File: src/rtl/alu_seq_driver_pkg.sv
// Shared types and constants for the byte-serial ALU sequencer.
package alu_drv_pkg;

  localparam int ALU_BYTE_W = 8;

  // Opcodes 0 and 1 are the add/subtract family that ripple carry across bytes.
  localparam logic [7:0] CARRY_OPS_DEFAULT = 8'b0000_0011;

  typedef enum logic [1:0] {
    IDLE = 2'd0,
    EXEC = 2'd1,
    RESP = 2'd2
  } alu_drv_state_t;

endpackage

File: src/rtl/alu_seq_driver_if.sv
// Command/response bus between a command source (master) and alu_seq_driver (slave).
interface alu_seq_driver_if #(
  parameter int MAX_BYTES = 4
) ();
  import alu_drv_pkg::*;

  localparam int W  = ALU_BYTE_W * MAX_BYTES;
  localparam int LW = $clog2(MAX_BYTES);

  logic          cmd_valid;
  logic          cmd_ready;
  logic [2:0]    cmd_oper;
  logic [W-1:0]  cmd_a;
  logic [W-1:0]  cmd_b;
  logic          cmd_c_in;
  logic [LW-1:0] cmd_len;

  logic          rsp_valid;
  logic          rsp_ready;
  logic [W-1:0]  rsp_sum;
  logic          rsp_c_out;

  modport master (
    output cmd_valid, cmd_oper, cmd_a, cmd_b, cmd_c_in, cmd_len, rsp_ready,
    input  cmd_ready, rsp_valid, rsp_sum, rsp_c_out
  );

  modport slave (
    input  cmd_valid, cmd_oper, cmd_a, cmd_b, cmd_c_in, cmd_len, rsp_ready,
    output cmd_ready, rsp_valid, rsp_sum, rsp_c_out
  );

endinterface

File: src/rtl/alu_seq_driver.sv
// Feeds multi-byte commands to an 8-bit combinational ALU one byte per cycle, LSB first.
//   state | meaning
//   IDLE  | cmd_ready high, waiting for a command
//   EXEC  | driving byte idx to the ALU, capturing its result at each edge
//   RESP  | rsp_valid high, result held until rsp_ready
module alu_seq_driver
  import alu_drv_pkg::*;
#(
  parameter int         MAX_BYTES = 4,
  parameter logic [7:0] CARRY_OPS = CARRY_OPS_DEFAULT
) (
  input  logic                  clk,
  input  logic                  rst,
  alu_seq_driver_if.slave       bus,
  output logic [2:0]            alu_oper,
  output logic [ALU_BYTE_W-1:0] alu_a,
  output logic [ALU_BYTE_W-1:0] alu_b,
  output logic                  alu_c_in,
  input  logic [ALU_BYTE_W-1:0] alu_sum,
  input  logic [ALU_BYTE_W-1:0] alu_c_out
);

  localparam int LW = $clog2(MAX_BYTES);

  alu_drv_state_t state_q, state_d;

  logic                                  ready_q;
  logic [LW-1:0]                         idx_q, len_q, len_in, idx_nx;
  logic [2:0]                            oper_q;
  logic                                  c_in_q, carry_q;
  logic [MAX_BYTES-1:0][ALU_BYTE_W-1:0]  a_q, b_q, sum_q;
  logic                                  accept, last, chain_c;
  logic                                  unused_c_out;

  // Lengths beyond the operand width only exist when MAX_BYTES is not a power of two.
  if (MAX_BYTES == (1 << LW)) begin : g_no_clamp
    assign len_in = bus.cmd_len;
  end else begin : g_clamp
    assign len_in = (bus.cmd_len > LW'(MAX_BYTES - 1)) ? LW'(MAX_BYTES - 1) : bus.cmd_len;
  end

  assign last         = (idx_q == len_q);
  assign idx_nx       = idx_q + LW'(1);
  assign chain_c      = CARRY_OPS[oper_q] ? alu_c_out[0] : c_in_q;
  assign unused_c_out = ^alu_c_out[ALU_BYTE_W-1:1];

  always_comb begin
    state_d = state_q;
    accept  = 1'b0;
    unique case (state_q)
      IDLE: begin
        if (bus.cmd_valid && ready_q) begin
          accept  = 1'b1;
          state_d = EXEC;
        end
      end
      EXEC: begin
        if (last) state_d = RESP;
      end
      RESP: begin
        if (bus.rsp_ready) state_d = IDLE;
      end
      default: state_d = IDLE;
    endcase
  end

  // ALU drive is registered: the next byte is launched on the edge that captures the current one.
  always_ff @(posedge clk or posedge rst) begin
    if (rst) begin
      state_q  <= IDLE;
      ready_q  <= 1'b0;
      idx_q    <= '0;
      len_q    <= '0;
      oper_q   <= '0;
      c_in_q   <= 1'b0;
      carry_q  <= 1'b0;
      a_q      <= '0;
      b_q      <= '0;
      sum_q    <= '0;
      alu_oper <= '0;
      alu_a    <= '0;
      alu_b    <= '0;
      alu_c_in <= 1'b0;
    end else begin
      state_q <= state_d;
      ready_q <= (state_d == IDLE);
      if (accept) begin
        oper_q   <= bus.cmd_oper;
        a_q      <= bus.cmd_a;
        b_q      <= bus.cmd_b;
        c_in_q   <= bus.cmd_c_in;
        len_q    <= len_in;
        idx_q    <= '0;
        sum_q    <= '0;
        carry_q  <= 1'b0;
        alu_oper <= bus.cmd_oper;
        alu_a    <= bus.cmd_a[ALU_BYTE_W-1:0];
        alu_b    <= bus.cmd_b[ALU_BYTE_W-1:0];
        alu_c_in <= bus.cmd_c_in;
      end else if (state_q == EXEC) begin
        sum_q[idx_q] <= alu_sum;
        carry_q      <= alu_c_out[0];
        if (!last) begin
          idx_q    <= idx_nx;
          alu_a    <= a_q[idx_nx];
          alu_b    <= b_q[idx_nx];
          alu_c_in <= chain_c;
        end
      end
    end
  end

  assign bus.cmd_ready = ready_q;
  assign bus.rsp_valid = (state_q == RESP);
  assign bus.rsp_sum   = sum_q;
  assign bus.rsp_c_out = carry_q;

endmodule

File: src/flat_wrapper.sv
// flat-port wrapper written by rule: the top's interface ports become plain ports
module alu_seq_driver_flat import alu_drv_pkg::*;
#(
  parameter int         MAX_BYTES = 4,
  parameter logic [7:0] CARRY_OPS = CARRY_OPS_DEFAULT
)
  (clk, rst, alu_oper, alu_a, alu_b, alu_c_in, alu_sum, alu_c_out, bus_cmd_valid, bus_cmd_oper, bus_cmd_a, bus_cmd_b, bus_cmd_c_in, bus_cmd_len, bus_rsp_ready, bus_cmd_ready, bus_rsp_valid, bus_rsp_sum, bus_rsp_c_out);
  alu_seq_driver_if #(.MAX_BYTES(MAX_BYTES)) bus_i ();
  input  logic clk;
  input  logic rst;
  output logic [2:0] alu_oper;
  output logic [ALU_BYTE_W-1:0] alu_a;
  output logic [ALU_BYTE_W-1:0] alu_b;
  output logic alu_c_in;
  input  logic [ALU_BYTE_W-1:0] alu_sum;
  input  logic [ALU_BYTE_W-1:0] alu_c_out;
  input wire logic [$bits(bus_i.cmd_valid)-1:0] bus_cmd_valid;
  input wire logic [$bits(bus_i.cmd_oper)-1:0] bus_cmd_oper;
  input wire logic [$bits(bus_i.cmd_a)-1:0] bus_cmd_a;
  input wire logic [$bits(bus_i.cmd_b)-1:0] bus_cmd_b;
  input wire logic [$bits(bus_i.cmd_c_in)-1:0] bus_cmd_c_in;
  input wire logic [$bits(bus_i.cmd_len)-1:0] bus_cmd_len;
  input wire logic [$bits(bus_i.rsp_ready)-1:0] bus_rsp_ready;
  output wire logic [$bits(bus_i.cmd_ready)-1:0] bus_cmd_ready;
  output wire logic [$bits(bus_i.rsp_valid)-1:0] bus_rsp_valid;
  output wire logic [$bits(bus_i.rsp_sum)-1:0] bus_rsp_sum;
  output wire logic [$bits(bus_i.rsp_c_out)-1:0] bus_rsp_c_out;
  assign bus_i.cmd_valid = bus_cmd_valid;
  assign bus_i.cmd_oper = bus_cmd_oper;
  assign bus_i.cmd_a = bus_cmd_a;
  assign bus_i.cmd_b = bus_cmd_b;
  assign bus_i.cmd_c_in = bus_cmd_c_in;
  assign bus_i.cmd_len = bus_cmd_len;
  assign bus_i.rsp_ready = bus_rsp_ready;
  assign bus_cmd_ready = bus_i.cmd_ready;
  assign bus_rsp_valid = bus_i.rsp_valid;
  assign bus_rsp_sum = bus_i.rsp_sum;
  assign bus_rsp_c_out = bus_i.rsp_c_out;
  alu_seq_driver #(.MAX_BYTES(MAX_BYTES), .CARRY_OPS(CARRY_OPS)) u_core (.clk(clk), .rst(rst), .bus(bus_i), .alu_oper(alu_oper), .alu_a(alu_a), .alu_b(alu_b), .alu_c_in(alu_c_in), .alu_sum(alu_sum), .alu_c_out(alu_c_out));
endmodule
File: config.mk
export PLATFORM = sky130hd
export DESIGN_NAME = alu_seq_driver_flat
export DESIGN_NICKNAME = d
export VERILOG_FILES = /design/src/rtl/alu_seq_driver_pkg.sv /design/src/rtl/alu_seq_driver_if.sv /design/src/rtl/alu_seq_driver.sv /design/src/flat_wrapper.sv
export SDC_FILE = /design/constraint.sdc
export NUM_CORES = 1
export LEC_CHECK = 0
export ABC_AREA = 0
export BUFFER_PORTS_ARGS = -buffer_cell sky130_fd_sc_hd__buf_2
export CAP_MARGIN = 0
export CORE_MARGIN = 4
export CORE_UTILIZATION = 42
export DETAILED_ROUTE_END_ITERATION = 12
export PLACE_DENSITY = 0.69
export SLEW_MARGIN = 20
export SYNTH_ARGS = -nofsm -noshare
export SYNTH_HDL_FRONTEND = slang
export SYNTH_SLANG_ARGS = --single-unit
File: constraint.sdc
create_clock -name clk -period 10.4 [get_ports clk]
set_input_delay 2.08 -clock clk [delete_from_list [all_inputs] [get_ports clk]]
set_output_delay 2.08 -clock clk [all_outputs]
set_load 0.01 [all_outputs]
# Word level (Yosys, flattened, before mapping)
# Memories as Yosys holds them, arrays and structs flattened.
# Index checks and enable logic that the tools add are counted.
# Widths: inputs -> output; s select.
dict set report word_totals {
  regBits 125
  rom_bits 8
  output_inout_bits 55
  mem_count 1
}
# name words word_bits rd rd_clocked_by_memory_dff wr line
set memory_table {}
lappend memory_table {{(no name shown)} 8 1 1 0 0 alu_seq_driver.sv:44} ;# assign chain_c = CARRY_OPS[oper_q] ? alu_c_out[0] : c_in_q;
dict set report op_classes {
  add_sub_neg 1
  magnitude_cmp 4
  eq_ne 4
  n_mux 31
  n_reduce_logical 6
}
# cell count
set op_table {}
lappend op_table {{$mux 8} 9}
lappend op_table {{$mux 32} 2}
lappend op_table {{$bmux 8 s2} 2}
lappend op_table {{$bwmux 32} 1}
lappend op_table {{$demux 8 s2} 1}
lappend op_table {{$mux 2} 6}
lappend op_table {{$mux 1} 9}
lappend op_table {{$lt 2x3->1 const B} 2}
lappend op_table {{$pmux 2 s3} 1}
lappend op_table {{$logic_not 2->1} 2}
lappend op_table {{$lt 3x4->1 const B} 1}
lappend op_table {{$add 2x1->2 const B} 1}
lappend op_table {{$eq 2x1->1 const B} 1}
lappend op_table {{$eq 2x2->1} 1}
lappend op_table {{$eq 2x2->1 const B} 1}
lappend op_table {{$ge 2x1->1 const B} 1}
lappend op_table {{$logic_and 1x1->1} 2}
lappend op_table {{$ne 2x1->1 const B} 1}
lappend op_table {{$reduce_and 2->1} 1}
lappend op_table {{$reduce_bool 2->1} 1}

# Depth between registers and ports, before layout
dict set report logic_depth {
  ltp_word 7
  ltp_mapped 9
}

# Least setup slack after synthesis
# Ideal clock, no wire load.
dict set report synth_timing {
  kind {input to register}
  from {input bus_cmd_valid}
  to {register u_core.alu_a[7]}
  setup_time_ns 0.122
  arrival_time_ns 2.735
  path_slack_ns 7.543
  stages 5
  n_path_buf 2
  path_cell_list {and3_4 > buf_8 > buf_6 > a21oi_1 > a21oi_2}
}
dict set report synth_via {
  elab_chain_cells 5
}
# item line
set synth_rtl {}
lappend synth_rtl {{start, declared} flat_wrapper.sv:17} ;# input wire logic [$bits(bus_i.cmd_valid)-1:0] bus_cmd_valid;
lappend synth_rtl {{$logic_and 1x1->1 (*)} alu_seq_driver.sv:52} ;# if (bus.cmd_valid && ready_q) begin
lappend synth_rtl {{$mux 1 (*)} alu_seq_driver.sv:52}
lappend synth_rtl {{$mux 1 (*)} alu_seq_driver.sv:50} ;# unique case (state_q)
lappend synth_rtl {{$ne 2x1->1 (no line) or $reduce_bool 2->1 (tied branches)} -}
lappend synth_rtl {{$reduce_and 2->1 (no line)} -}
lappend synth_rtl {{end signal, assigned} alu_seq_driver.sv:97} ;# alu_a <= bus.cmd_a[ALU_BYTE_W-1:0];
lappend synth_rtl {{end signal, assigned} alu_seq_driver.sv:105} ;# alu_a <= a_q[idx_nx];
lappend synth_rtl {{end, declared} alu_seq_driver.sv:16} ;# output logic [ALU_BYTE_W-1:0] alu_a,
# Mark *: on every way between the ends. The rest lies on a longest branch, timed or not.
# A chain may end at the register's enable or synchronous reset.

# Worst setup path in the final report
dict set report layout_timing {
  from {register u_core.state_q[0]}
  to {output bus_rsp_valid}
}
dict set report layout_via {
  elab_chain_cells 1
}
# item line
set layout_rtl {}
lappend layout_rtl {{start, declared} alu_seq_driver.sv:25} ;# alu_drv_state_t state_q, state_d;
lappend layout_rtl {{start signal, assigned} alu_seq_driver.sv:85} ;# state_q <= state_d;
lappend layout_rtl {{$eq 2x2->1} alu_seq_driver.sv:114} ;# assign bus.rsp_valid = (state_q == RESP);
lappend layout_rtl {{end, declared} flat_wrapper.sv:25} ;# output wire logic [$bits(bus_i.rsp_valid)-1:0] bus_rsp_valid;
# Every way passes these cells.

==> results.md <==
* Cts hold-fix bufs at 0
* Top cell type's share of synthesized area at 58.7%
* Post-Route WL at 12.9 mm
* Cell taking the most area after synthesis: dfrtp_1
* Flop pwr share at 37.9%
* Setup CP Type: register to output pin
* Yosys cell types at 31
* DRT antenna net count at 0
* PortBufs at 137
* Crit path max fanout at 4
* Post-layout util at 54.6%
* Top cells by count, synth: 230 x nand2_1, 125 x dfrtp_1, 32 x a22o_1, 20 x nand3_1, 13 x a21oi_1
* Post-Synthesis Cell Area at 5330 sq um
* Worst Max-Slew Pin Slew at 1.07 ns
* DR WL/cell at 15.7 microns
* Worst path cell trace: nand2b_1 > inv_1 > buf_2
* Grt total ovfl at 0
* CTS tree: built
* Post-synthesis cell count at 508
* Clk_lat worst skew at 0.42 ns
* Slowest CP cell: dfrtp_1
* Share of layout cells above drive strength 1 at 29.5%
* Count leader, synth: nand2_1
* PostCTS Resize Cnt at 0
* Sink Count at 125
* Sw frac at 35.0%
* CTS root buffer: clkbuf_16
* Rel. slew slack at 28.7%
* Post-CTS Setup Inserts at 0
* Clock slew at reported path FFs at 0.05 ns
* Area contributors post-synth: dfrtp_1 59%, nand2_1 16%, a22o_1 5.3%
* WHS Path Cells at 2
* Minimum clock period at 3.27 ns
* F_max at 306 MHz
* Worst setup SP type: register
* Antenna violations before repair at 1
* First-iteration detailed-routing DRC count at 279
* Ys Warns at 0
* Max Root-Sink Buffers at 2
* Max VDD drop at 0.140 mV
* Power Density at 335 nW/um^2
* Cell internal pwr at 1.45 mW
* Vias at 4130
* Sequential area share after synthesis at 58.7%
* Die Area at 14500 sq um
* RSZ-0062 raised after global routing: no
* Clk pwr share at 26.7%
* Setup total negative slack at 0 ns
* Antenna cells at 0
* Die X-Extent at 121 microns
* Syn_area_per_cell at 10.5 sq um
* FILL cells at 1087
* Switching Power at 783 uW
* Status: finished clean
* Area delta synth->final at 25.3%
* Final hold vios at 0
* Vias in the first global route at 4252
* Period Utilization, post-route at 31.4%
* EDFF count, synth at 0
* Max-slew violation count at 0
* Seq cells post-synth at 125
* Worst min path class: register to register
* FP Rows at 40
* Vias per inst at 5.04
* Max Used Layer: met5
* Final Skew at 0.00612 ns
* CTS buffer count at 17
* Async SR Flop Fraction at 100%
* WP data arrival at 1.19 ns
* CP Capture Type: output pin
* Leak at 3.57 nW
* CP max stage delay at 0.39 ns
* Ys flop type: dfrtp_1
* R2R depth at 6
* MaxCap Viol Count at 0
* CTS H-tree depth at 4
* Routed wire length on met2 at 6.28 mm
* DRC Markers at 0
* Gr usage total at 18.6%
* DR pass1 iterations at 4
* First-pass GRT wire length at 21.2 mm
* Met1 WL at 5.41 mm
* Die Y at 121 microns
* IO Pins at 145
* Starting density of the core at 43.6%
* HPWL after DPL at 8.40 mm
* CP Data Required Time at 8.32 ns
* RD Place Congestion at 0.811
* Largest net degree at the start of global routing at 89
* Core box area at 12200 sq um
* Nets at 732
* Met3 Routed Length at 1.04 mm
* # setup viols final at 0
* Syn_nets at 602
* Comb power frac at 35.5%
==> registers in the layout (all words and copies together) (netlist names) <==
register	flops
u_core.b_q	32
u_core.alu_b	8
u_core.oper_q	3
u_core.bus.cmd_ready	1
u_core.bus.rsp_sum	32
u_core.idx_q	2
u_core.c_in_q	1
u_core.a_q	32
u_core.bus.rsp_c_out	1
u_core.alu_a	8
u_core.state_q	2
u_core.len_q	2
u_core.alu_c_in	1
==> metal layers <==
metal  up-vias  GRT usage (%)
li1       1945              -
met1      2019           23.4
met2       149           30.0
met3        15           6.92
met4         2           5.81
met5         -              0
==> cell type report <==
cell class                 count  area [sq um]  share of cell area, %
sequential                   125          3130                   46.9
multi-input combinational    350          1990                   29.9
timing repair buffer         140           721                   10.8
clock buffer                  21           460                   6.90
tap                          168           210                   3.15
clock inverter                11           141                   2.12
inverter                       4          17.5                  0.263
==> power groups by stage <==
stage	combinational [mW]	clock [mW]	sequential (mW)
after floorplan	0.575	0	0.854
after global placement	0.781	0	0.841
after detailed placement	0.805	0	0.854
after CTS	0.809	0.608	0.848
after global routing	0.888	0.638	0.876
final	0.793	0.597	0.847
==> metrics by stage <==
stage	hold WS (ns)	total power, mW	worst slack [ns]	cells	area [sq um]
finish	0.471	2.24	7.13	819	6670
global route	0.497	2.40	7.04	819	6670
CTS	0.471	2.26	7.11	818	6650
detailed placement	0.457	1.66	6.69	786	6050
global placement	0.450	1.62	6.75	786	6050
floorplan	0.437	1.43	4.99	508	5330
==> path summary, 6_finish.rpt <==
check | from | endpoint | slack [ns]
max | u_core.state_q[0]$_DFF_PP0_ | bus_rsp_valid | 7.13
min | u_core.a_q[20]$_DFFE_PP0P_ | u_core.a_q[20]$_DFFE_PP0P_ | 0.47
max reg2reg | u_core.idx_q[0]$_DFFE_PP0P_ | u_core.alu_b[4]$_DFFE_PP0P_ | 7.65
min reg2reg | u_core.a_q[20]$_DFFE_PP0P_ | u_core.a_q[20]$_DFFE_PP0P_ | 0.47
max in group asynchronous | rst | u_core.b_q[20]$_DFFE_PP0P_ | 7.49
min in group asynchronous | rst | u_core.bus.rsp_sum[4]$_DFFE_PP0P_ | 1.73
==> cell families (layout without fill, tap and decap cells) <==
group	count (synthesis)	in the layout	synth area share [%]
AND/OR/NAND/NOR	272	272	20.7
multiplexers	18	18	7.52
XOR/XNOR	2	2	0.329
AO/OA/AOI/OAI	54	54	7.64
adder cells (fa/ha/maj)	4	4	0.940
flip-flops	125	125	58.7
buffers and inverters	33	176	4.09
==> worst max-delay path: cells and delay by family, from the launching register on <==
family        cells  cell delay (ns)
flops             1             0.39
simple gates      1             0.18
buf+inv           2             0.19
==> layout by cell type, fill, tap and decap left out, types with 3 or more instances in the layout <==
| cell type | Yosys | routed |
|---|---|---|
| nand3_1 | 20 | 19 |
| a21oi_1 | 13 | 13 |
| clkinv_2 | 0 | 4 |
| dfrtp_1 | 125 | 125 |
| nor2_1 | 10 | 10 |
| nand2_1 | 230 | 230 |
| a22o_1 | 32 | 32 |
| inv_1 | 4 | 3 |
| mux4_1 | 5 | 5 |
| clkbuf_16 | 0 | 17 |
| bufinv_16 | 0 | 3 |
| mux4_2 | 11 | 11 |
| o21ai_0 | 3 | 3 |
| buf_2 | 11 | 137 |
| nor2_4 | 4 | 4 |
| ha_1 | 4 | 4 |
| clkinvlp_4 | 0 | 3 |
| and2_1 | 4 | 4 |
Power figures use the tool's default switching activity.
